==> src/rtl/axi_arbiter_2to1.sv <==
// Two-master round-robin arbiter in front of a single-beat AXI slave.
// Independent write/read FSMs, one transaction per path; muxes combinational, grants registered.
module axi_arbiter_2to1 #(
  parameter int ADDR_WIDTH = 3,
  parameter int DATA_WIDTH = 32,
  parameter int STRB_WIDTH = 4
) (
  input  logic                  aclk,
  input  logic                  aresetn,
  // master 0
  input  logic [ADDR_WIDTH-1:0] m0_awaddr,
  input  logic                  m0_awvalid,
  output logic                  m0_awready,
  input  logic [DATA_WIDTH-1:0] m0_wdata,
  input  logic [STRB_WIDTH-1:0] m0_wstrb,
  input  logic                  m0_wlast,
  input  logic                  m0_wvalid,
  output logic                  m0_wready,
  output logic [1:0]            m0_bresp,
  output logic                  m0_bvalid,
  input  logic                  m0_bready,
  input  logic [ADDR_WIDTH-1:0] m0_araddr,
  input  logic                  m0_arvalid,
  output logic                  m0_arready,
  output logic [DATA_WIDTH-1:0] m0_rdata,
  output logic [1:0]            m0_rresp,
  output logic                  m0_rlast,
  output logic                  m0_rvalid,
  input  logic                  m0_rready,
  // master 1
  input  logic [ADDR_WIDTH-1:0] m1_awaddr,
  input  logic                  m1_awvalid,
  output logic                  m1_awready,
  input  logic [DATA_WIDTH-1:0] m1_wdata,
  input  logic [STRB_WIDTH-1:0] m1_wstrb,
  input  logic                  m1_wlast,
  input  logic                  m1_wvalid,
  output logic                  m1_wready,
  output logic [1:0]            m1_bresp,
  output logic                  m1_bvalid,
  input  logic                  m1_bready,
  input  logic [ADDR_WIDTH-1:0] m1_araddr,
  input  logic                  m1_arvalid,
  output logic                  m1_arready,
  output logic [DATA_WIDTH-1:0] m1_rdata,
  output logic [1:0]            m1_rresp,
  output logic                  m1_rlast,
  output logic                  m1_rvalid,
  input  logic                  m1_rready,
  // slave
  output logic [ADDR_WIDTH-1:0] s_awaddr,
  output logic                  s_awvalid,
  input  logic                  s_awready,
  output logic [DATA_WIDTH-1:0] s_wdata,
  output logic [STRB_WIDTH-1:0] s_wstrb,
  output logic                  s_wlast,
  output logic                  s_wvalid,
  input  logic                  s_wready,
  input  logic [1:0]            s_bresp,
  input  logic                  s_bvalid,
  output logic                  s_bready,
  output logic [ADDR_WIDTH-1:0] s_araddr,
  output logic                  s_arvalid,
  input  logic                  s_arready,
  input  logic [DATA_WIDTH-1:0] s_rdata,
  input  logic [1:0]            s_rresp,
  input  logic                  s_rlast,
  input  logic                  s_rvalid,
  output logic                  s_rready
);

  typedef enum logic [1:0] {W_IDLE, W_XFER, W_RESP} wstate_t;
  typedef enum logic [1:0] {R_IDLE, R_ADDR, R_DATA} rstate_t;

  wstate_t wstate_q, wstate_d;
  rstate_t rstate_q, rstate_d;
  logic    wgrant_q, wgrant_d, wlast_grant_q, wlast_grant_d;
  logic    aw_done_q, aw_done_d, w_done_q, w_done_d;
  logic    rgrant_q, rgrant_d, rlast_grant_q, rlast_grant_d;

  logic g_awvalid, g_wvalid, g_wlast, g_bready, g_arvalid, g_rready;
  logic g_awready, g_wready, g_bvalid, g_arready, g_rvalid;

  assign g_awvalid = wgrant_q ? m1_awvalid : m0_awvalid;
  assign g_wvalid  = wgrant_q ? m1_wvalid  : m0_wvalid;
  assign g_wlast   = wgrant_q ? m1_wlast   : m0_wlast;
  assign g_bready  = wgrant_q ? m1_bready  : m0_bready;
  assign g_arvalid = rgrant_q ? m1_arvalid : m0_arvalid;
  assign g_rready  = rgrant_q ? m1_rready  : m0_rready;

  assign s_awaddr = wgrant_q ? m1_awaddr : m0_awaddr;
  assign s_wdata  = wgrant_q ? m1_wdata  : m0_wdata;
  assign s_wstrb  = wgrant_q ? m1_wstrb  : m0_wstrb;
  assign s_wlast  = g_wlast;
  assign s_araddr = rgrant_q ? m1_araddr : m0_araddr;

  always_ff @(posedge aclk or negedge aresetn) begin
    if (!aresetn) begin
      wstate_q      <= W_IDLE;
      rstate_q      <= R_IDLE;
      wgrant_q      <= 1'b0;
      rgrant_q      <= 1'b0;
      wlast_grant_q <= 1'b1;
      rlast_grant_q <= 1'b1;
      aw_done_q     <= 1'b0;
      w_done_q      <= 1'b0;
    end else begin
      wstate_q      <= wstate_d;
      rstate_q      <= rstate_d;
      wgrant_q      <= wgrant_d;
      rgrant_q      <= rgrant_d;
      wlast_grant_q <= wlast_grant_d;
      rlast_grant_q <= rlast_grant_d;
      aw_done_q     <= aw_done_d;
      w_done_q      <= w_done_d;
    end
  end

  always_comb begin
    wstate_d      = wstate_q;
    wgrant_d      = wgrant_q;
    wlast_grant_d = wlast_grant_q;
    aw_done_d     = aw_done_q;
    w_done_d      = w_done_q;
    s_awvalid     = 1'b0;
    s_wvalid      = 1'b0;
    s_bready      = 1'b0;
    g_awready     = 1'b0;
    g_wready      = 1'b0;
    g_bvalid      = 1'b0;
    case (wstate_q)
      W_IDLE: begin
        // Only AW requests; a tie goes to whoever did not win last time.
        if (m0_awvalid | m1_awvalid) begin
          wgrant_d = (m0_awvalid & m1_awvalid) ? ~wlast_grant_q : m1_awvalid;
          wstate_d = W_XFER;
        end
      end
      W_XFER: begin
        s_awvalid = g_awvalid & ~aw_done_q;
        s_wvalid  = g_wvalid & ~w_done_q;
        g_awready = s_awready & ~aw_done_q;
        g_wready  = s_wready & ~w_done_q;
        if (s_awvalid & s_awready)           aw_done_d = 1'b1;
        if (s_wvalid & s_wready & g_wlast)   w_done_d  = 1'b1;
        if (aw_done_d & w_done_d) begin
          aw_done_d = 1'b0;
          w_done_d  = 1'b0;
          wstate_d  = W_RESP;
        end
      end
      W_RESP: begin
        g_bvalid = s_bvalid;
        s_bready = g_bready;
        if (s_bvalid & g_bready) begin
          wlast_grant_d = wgrant_q;
          wstate_d      = W_IDLE;
        end
      end
      default: wstate_d = W_IDLE;
    endcase
  end

  always_comb begin
    rstate_d      = rstate_q;
    rgrant_d      = rgrant_q;
    rlast_grant_d = rlast_grant_q;
    s_arvalid     = 1'b0;
    s_rready      = 1'b0;
    g_arready     = 1'b0;
    g_rvalid      = 1'b0;
    case (rstate_q)
      R_IDLE: begin
        if (m0_arvalid | m1_arvalid) begin
          rgrant_d = (m0_arvalid & m1_arvalid) ? ~rlast_grant_q : m1_arvalid;
          rstate_d = R_ADDR;
        end
      end
      R_ADDR: begin
        s_arvalid = g_arvalid;
        g_arready = s_arready;
        if (g_arvalid & s_arready) rstate_d = R_DATA;
      end
      R_DATA: begin
        g_rvalid = s_rvalid;
        s_rready = g_rready;
        if (s_rvalid & g_rready & s_rlast) begin
          rlast_grant_d = rgrant_q;
          rstate_d      = R_IDLE;
        end
      end
      default: rstate_d = R_IDLE;
    endcase
  end

  assign m0_awready = g_awready & ~wgrant_q;
  assign m1_awready = g_awready &  wgrant_q;
  assign m0_wready  = g_wready  & ~wgrant_q;
  assign m1_wready  = g_wready  &  wgrant_q;
  assign m0_bvalid  = g_bvalid  & ~wgrant_q;
  assign m1_bvalid  = g_bvalid  &  wgrant_q;
  assign m0_bresp   = s_bresp;
  assign m1_bresp   = s_bresp;

  assign m0_arready = g_arready & ~rgrant_q;
  assign m1_arready = g_arready &  rgrant_q;
  assign m0_rvalid  = g_rvalid  & ~rgrant_q;
  assign m1_rvalid  = g_rvalid  &  rgrant_q;
  // rlast is qualified like a valid so a stale slave rlast never reaches either master.
  assign m0_rlast   = s_rlast & (rstate_q == R_DATA) & ~rgrant_q;
  assign m1_rlast   = s_rlast & (rstate_q == R_DATA) &  rgrant_q;
  assign m0_rdata   = s_rdata;
  assign m1_rdata   = s_rdata;
  assign m0_rresp   = s_rresp;
  assign m1_rresp   = s_rresp;

endmodule

==> config.mk <==
export PLATFORM = sky130hd
export DESIGN_NAME = axi_arbiter_2to1
export DESIGN_NICKNAME = d
export VERILOG_FILES = /design/src/rtl/axi_arbiter_2to1.sv
export SDC_FILE = /design/constraint.sdc
export NUM_CORES = 1
export LEC_CHECK = 0
export ABC_AREA = 0
export CAP_MARGIN = 20
export CORE_AREA = 2 2 106 108
export CTS_CLUSTER_SIZE = 30
export DETAILED_ROUTE_END_ITERATION = 16
export DIE_AREA = 0 0 108 110
export GPL_TIMING_DRIVEN = 0
export SLEW_MARGIN = 20
export SYNTH_ARGS = -nofsm -noshare
export SYNTH_HDL_FRONTEND = slang
export SYNTH_SLANG_ARGS = --single-unit
export TNS_END_PERCENT = 1
==> constraint.sdc <==
create_clock -name aclk -period 2.2 [get_ports aclk]
set_input_delay 0.33 -clock aclk [delete_from_list [all_inputs] [get_ports aclk]]
set_output_delay 0.33 -clock aclk [all_outputs]
set_load 0.005 [all_outputs]
==> results.json <==
{
  "run_status": "complete, no violations",
  "yosys-top-cells-count": "sky130_fd_sc_hd__buf_4 (72), sky130_fd_sc_hd__mux2_2 (43), sky130_fd_sc_hd__nand2_1 (9), sky130_fd_sc_hd__dfrtp_1 (8), sky130_fd_sc_hd__nor2_1 (8)",
  "cts.clk_slew.worst_paths_ns": 0.05,
  "layout.core_utilization_pct": 41.19,
  "number_of_clock_sinks": 10,
  "synth.lib_cells_used.distinct": 33,
  "maxSlewHeadroom_pct": 70.76,
  "slew_viol_final": 0,
  "area_of_the_mapped_netlist_sq_um": 1747,
  "port_buffers": 235,
  "h_tree_lvls": 1,
  "timing.hold.worst.class": "in2async",
  "synth_enable_flop_cells": 0,
  "viasPerCell": 3.899,
  "timing.setup.tns_ns": 0,
  "timing_worst_slew_pin_value_ns": 0.4372,
  "ant_nets": 0,
  "max_clock_freq_mhz": 469.3,
  "finalWirelength_microns": 7965,
  "place_congestion": 0.7602,
  "yosysTopAreaCellShare_pct": 30.95,
  "count_of_state_elements_after_synthesis": 10,
  "finalClockSkew_ns": 0.001731,
  "clock_latency_ns": 0.23,
  "dpl_cell_area_sq_um": 4274,
  "first_global_vias": 2314,
  "finalWorstPathRequiredPeriod_ns": 2.131,
  "tritoncts.num_buffers": 3,
  "multiInputGateArea_sq_um": 923.4,
  "postCtsHoldBufs": 0,
  "synthesis.nets": 335,
  "timing.max_cap.violations": 0,
  "fin_area_sq_um": 4407,
  "yosys.cell_count.top_type": "sky130_fd_sc_hd__buf_4",
  "power.static_leakage_nw": 1.885,
  "die_w_microns": 108,
  "rsz_0062_raised_after_global_routing": "yes",
  "final_layout_size_suffix_gt1_share_pct": 30.88,
  "cpMaxStageDelayCell": "sky130_fd_sc_hd__clkdlybuf4s50_1",
  "worst_setup_path_end_kind": "output pin",
  "synth-main-ff-cell": "sky130_fd_sc_hd__dfrtp_1",
  "layout_area_overhead_pct": 152.3,
  "cts_max_path_buffers": 2,
  "finalHoldWorstSlack_ns": 0.4108,
  "worstPathMaxFanout": 10,
  "place_hpwl_microns": 7130,
  "dieHeight_microns": 110,
  "antenna_found_initial": 0,
  "critPathKind": "reg2out",
  "syn-mean-instance-area_sq_um": 8.957,
  "top_level_ports": 272,
  "nets": 575,
  "drt_drc_violations_left": 0,
  "core.rowCount": 38,
  "tritoncts": "done",
  "finalSetupViolations": 0,
  "worst_case_vdd_ir_drop_v": 0.0002328,
  "grt_start_max_net_pins": 11,
  "dr.first_iter.drc_count": 43,
  "synth.yosys.warnings": 0,
  "num_antenna_cells": 0,
  "floorplan.initialDensity_pct": 16.33,
  "grt_use_total_pct": 11.68,
  "cts.repair_timing.setup_buffer_count": 0,
  "endpoint_arrival_time_on_the_critical_path_ns": 1.80,
  "reg2reg_depth": 4,
  "cp_cell_sequence": "buf_6 -> buf_12 -> buf_8 -> mux2_2 -> clkdlybuf4s50_1",
  "grt_first_pass_wirelength_microns": 11110,
  "final.period_utilization_pct": 96.85,
  "async_flop_share_pct": 100.0,
  "power_per_cell_area_nw_per_um2": 651.6,
  "synth_seq_area_share_pct": 14.47,
  "cts-root-buf": "sky130_fd_sc_hd__clkbuf_8",
  "cp_slowest_stage_delay_ns": 0.47,
  "synth_top_area_cells": "sky130_fd_sc_hd__buf_4 (31%), sky130_fd_sc_hd__mux2_2 (28%), sky130_fd_sc_hd__dfrtp_1 (11%), sky130_fd_sc_hd__dfstp_2 (3.0%), sky130_fd_sc_hd__nand2_1 (1.9%)",
  "die_area_sq_um": 11880,
  "gr-total-overflow": 0,
  "number_of_iterations_in_the_first_detailed_routing_pass": 4,
  "netlist_instances": 195,
  "final-seq-area_sq_um": 252.7,
  "final.fill_count": 1057,
  "route.vias.total": 2238,
  "synth_area_leader_cell": "sky130_fd_sc_hd__buf_4",
  "endpoints_failing_hold": 0,
  "average_routed_wire_per_standard_cell_microns": 13.88,
  "critPathLaunchType": "flip-flop",
  "core_region_sq_um": 10700,
  "data_required_time_of_the_critical_path_ns": 1.87
}
critical path: cells and delay by family, from the launching register on:
kind,cells,cell delay [ns]
buffers and inverters,4,0.89
muxes,1,0.34
DFF,1,0.33
flip-flops by register name, indices dropped and copies added, names as in the netlist:
name           flops
wstate_q           2
rlast_grant_q      1
wlast_grant_q      1
w_done_q           1
rgrant_q           1
rstate_q           2
wgrant_q           1
aw_done_q          1
logic make-up after synthesis:
| kind of cell | count (synthesis) | synth area share, % |
|---|---|---|
| simple gates | 40 | 12.82 |
| mux | 49 | 31.80 |
| compound gates | 16 | 7.450 |
| flops | 10 | 14.47 |
| buf+inv | 80 | 33.45 |
routing by layer:
metal / share of wire, % / vias up / track usage [%]
li1: - / 1089 / -
met1: 34 / 1029 / 13.07
met2: 57 / 114 / 22.10
met3: 7.6 / 6 / 2.704
met4: 1.4 / 0 / 3.205
met5: 0 / - / 0
final timing paths:
| kind | from | slack [ns] | endpoint |
|---|---|---|---|
| max in group asynchronous | aresetn | 1.46 | rlast_grant_q |
| worst max register to register | wgrant_q | 0.80 | wstate_q[0] |
| worst max-delay path | wgrant_q | 0.07 | s_wdata[23] |
| worst min register to register | rstate_q[1] | 0.51 | rstate_q[0] |
| min in group aclk | rstate_q[1] | 0.51 | rstate_q[0] |
| worst min-delay path | aresetn | 0.41 | wstate_q[0] |
through the flow:
| step | setup slack [ns] | cells | power, mW |
|---|---|---|---|
| after global placement | -0.04977 | 570 | 2.556 |
| after detailed placement | 0.01055 | 570 | 2.570 |
| after CTS | -0.07936 | 574 | 2.840 |
| after floorplan | 0.6626 | 195 | 1.391 |
| after global routing | -0.003792 | 574 | 3.079 |
| final | 0.06938 | 574 | 2.871 |
cell usage in the layout, fill, tap and decap left out, types with 2 or more instances in the layout:
cell	instances
sky130_fd_sc_hd__nor3b_1	4
sky130_fd_sc_hd__dfstp_2	2
sky130_fd_sc_hd__dfrtp_1	8
sky130_fd_sc_hd__mux2_2	43
sky130_fd_sc_hd__nor2_1	8
sky130_fd_sc_hd__dlymetal6s2s_1	9
sky130_fd_sc_hd__clkbuf_8	4
sky130_fd_sc_hd__mux2_4	2
sky130_fd_sc_hd__buf_8	2
sky130_fd_sc_hd__nor2b_1	5
sky130_fd_sc_hd__dlygate4sd2_1	3
sky130_fd_sc_hd__buf_6	2
sky130_fd_sc_hd__buf_4	72
sky130_fd_sc_hd__a41oi_1	2
sky130_fd_sc_hd__nand2_1	9
sky130_fd_sc_hd__o32ai_1	2
sky130_fd_sc_hd__and3_1	4
sky130_fd_sc_hd__a32o_1	2
sky130_fd_sc_hd__nor3_1	2
sky130_fd_sc_hd__a21oi_1	3
sky130_fd_sc_hd__clkdlybuf4s50_1	223
sky130_fd_sc_hd__o21ai_0	2
sky130_fd_sc_hd__mux2i_1	3
power by group:
group	internal [mW]	total [mW]	switching, mW
Combinational	1.50	2.28	0.778
Sequential	0.266	0.370	0.104
Clock	0.157	0.223	0.0667
layout make-up:
class                      instances  share of cell area, %
sequential                        10                  5.735
clock buffer                       4                  1.249
buffer                            79                  14.20
multi-input combinational        105                  20.95
tap                              140                  3.975
timing repair buffer             235                  53.80
inverter                           1                0.08518
repair_timing:
item                       CTS  global route
resized for setup            9            20
gates cloned                 0             0
setup endpoints to repair   29            27
pin swaps                    0             0
Note: power is estimated with default switching activity, not from simulation.
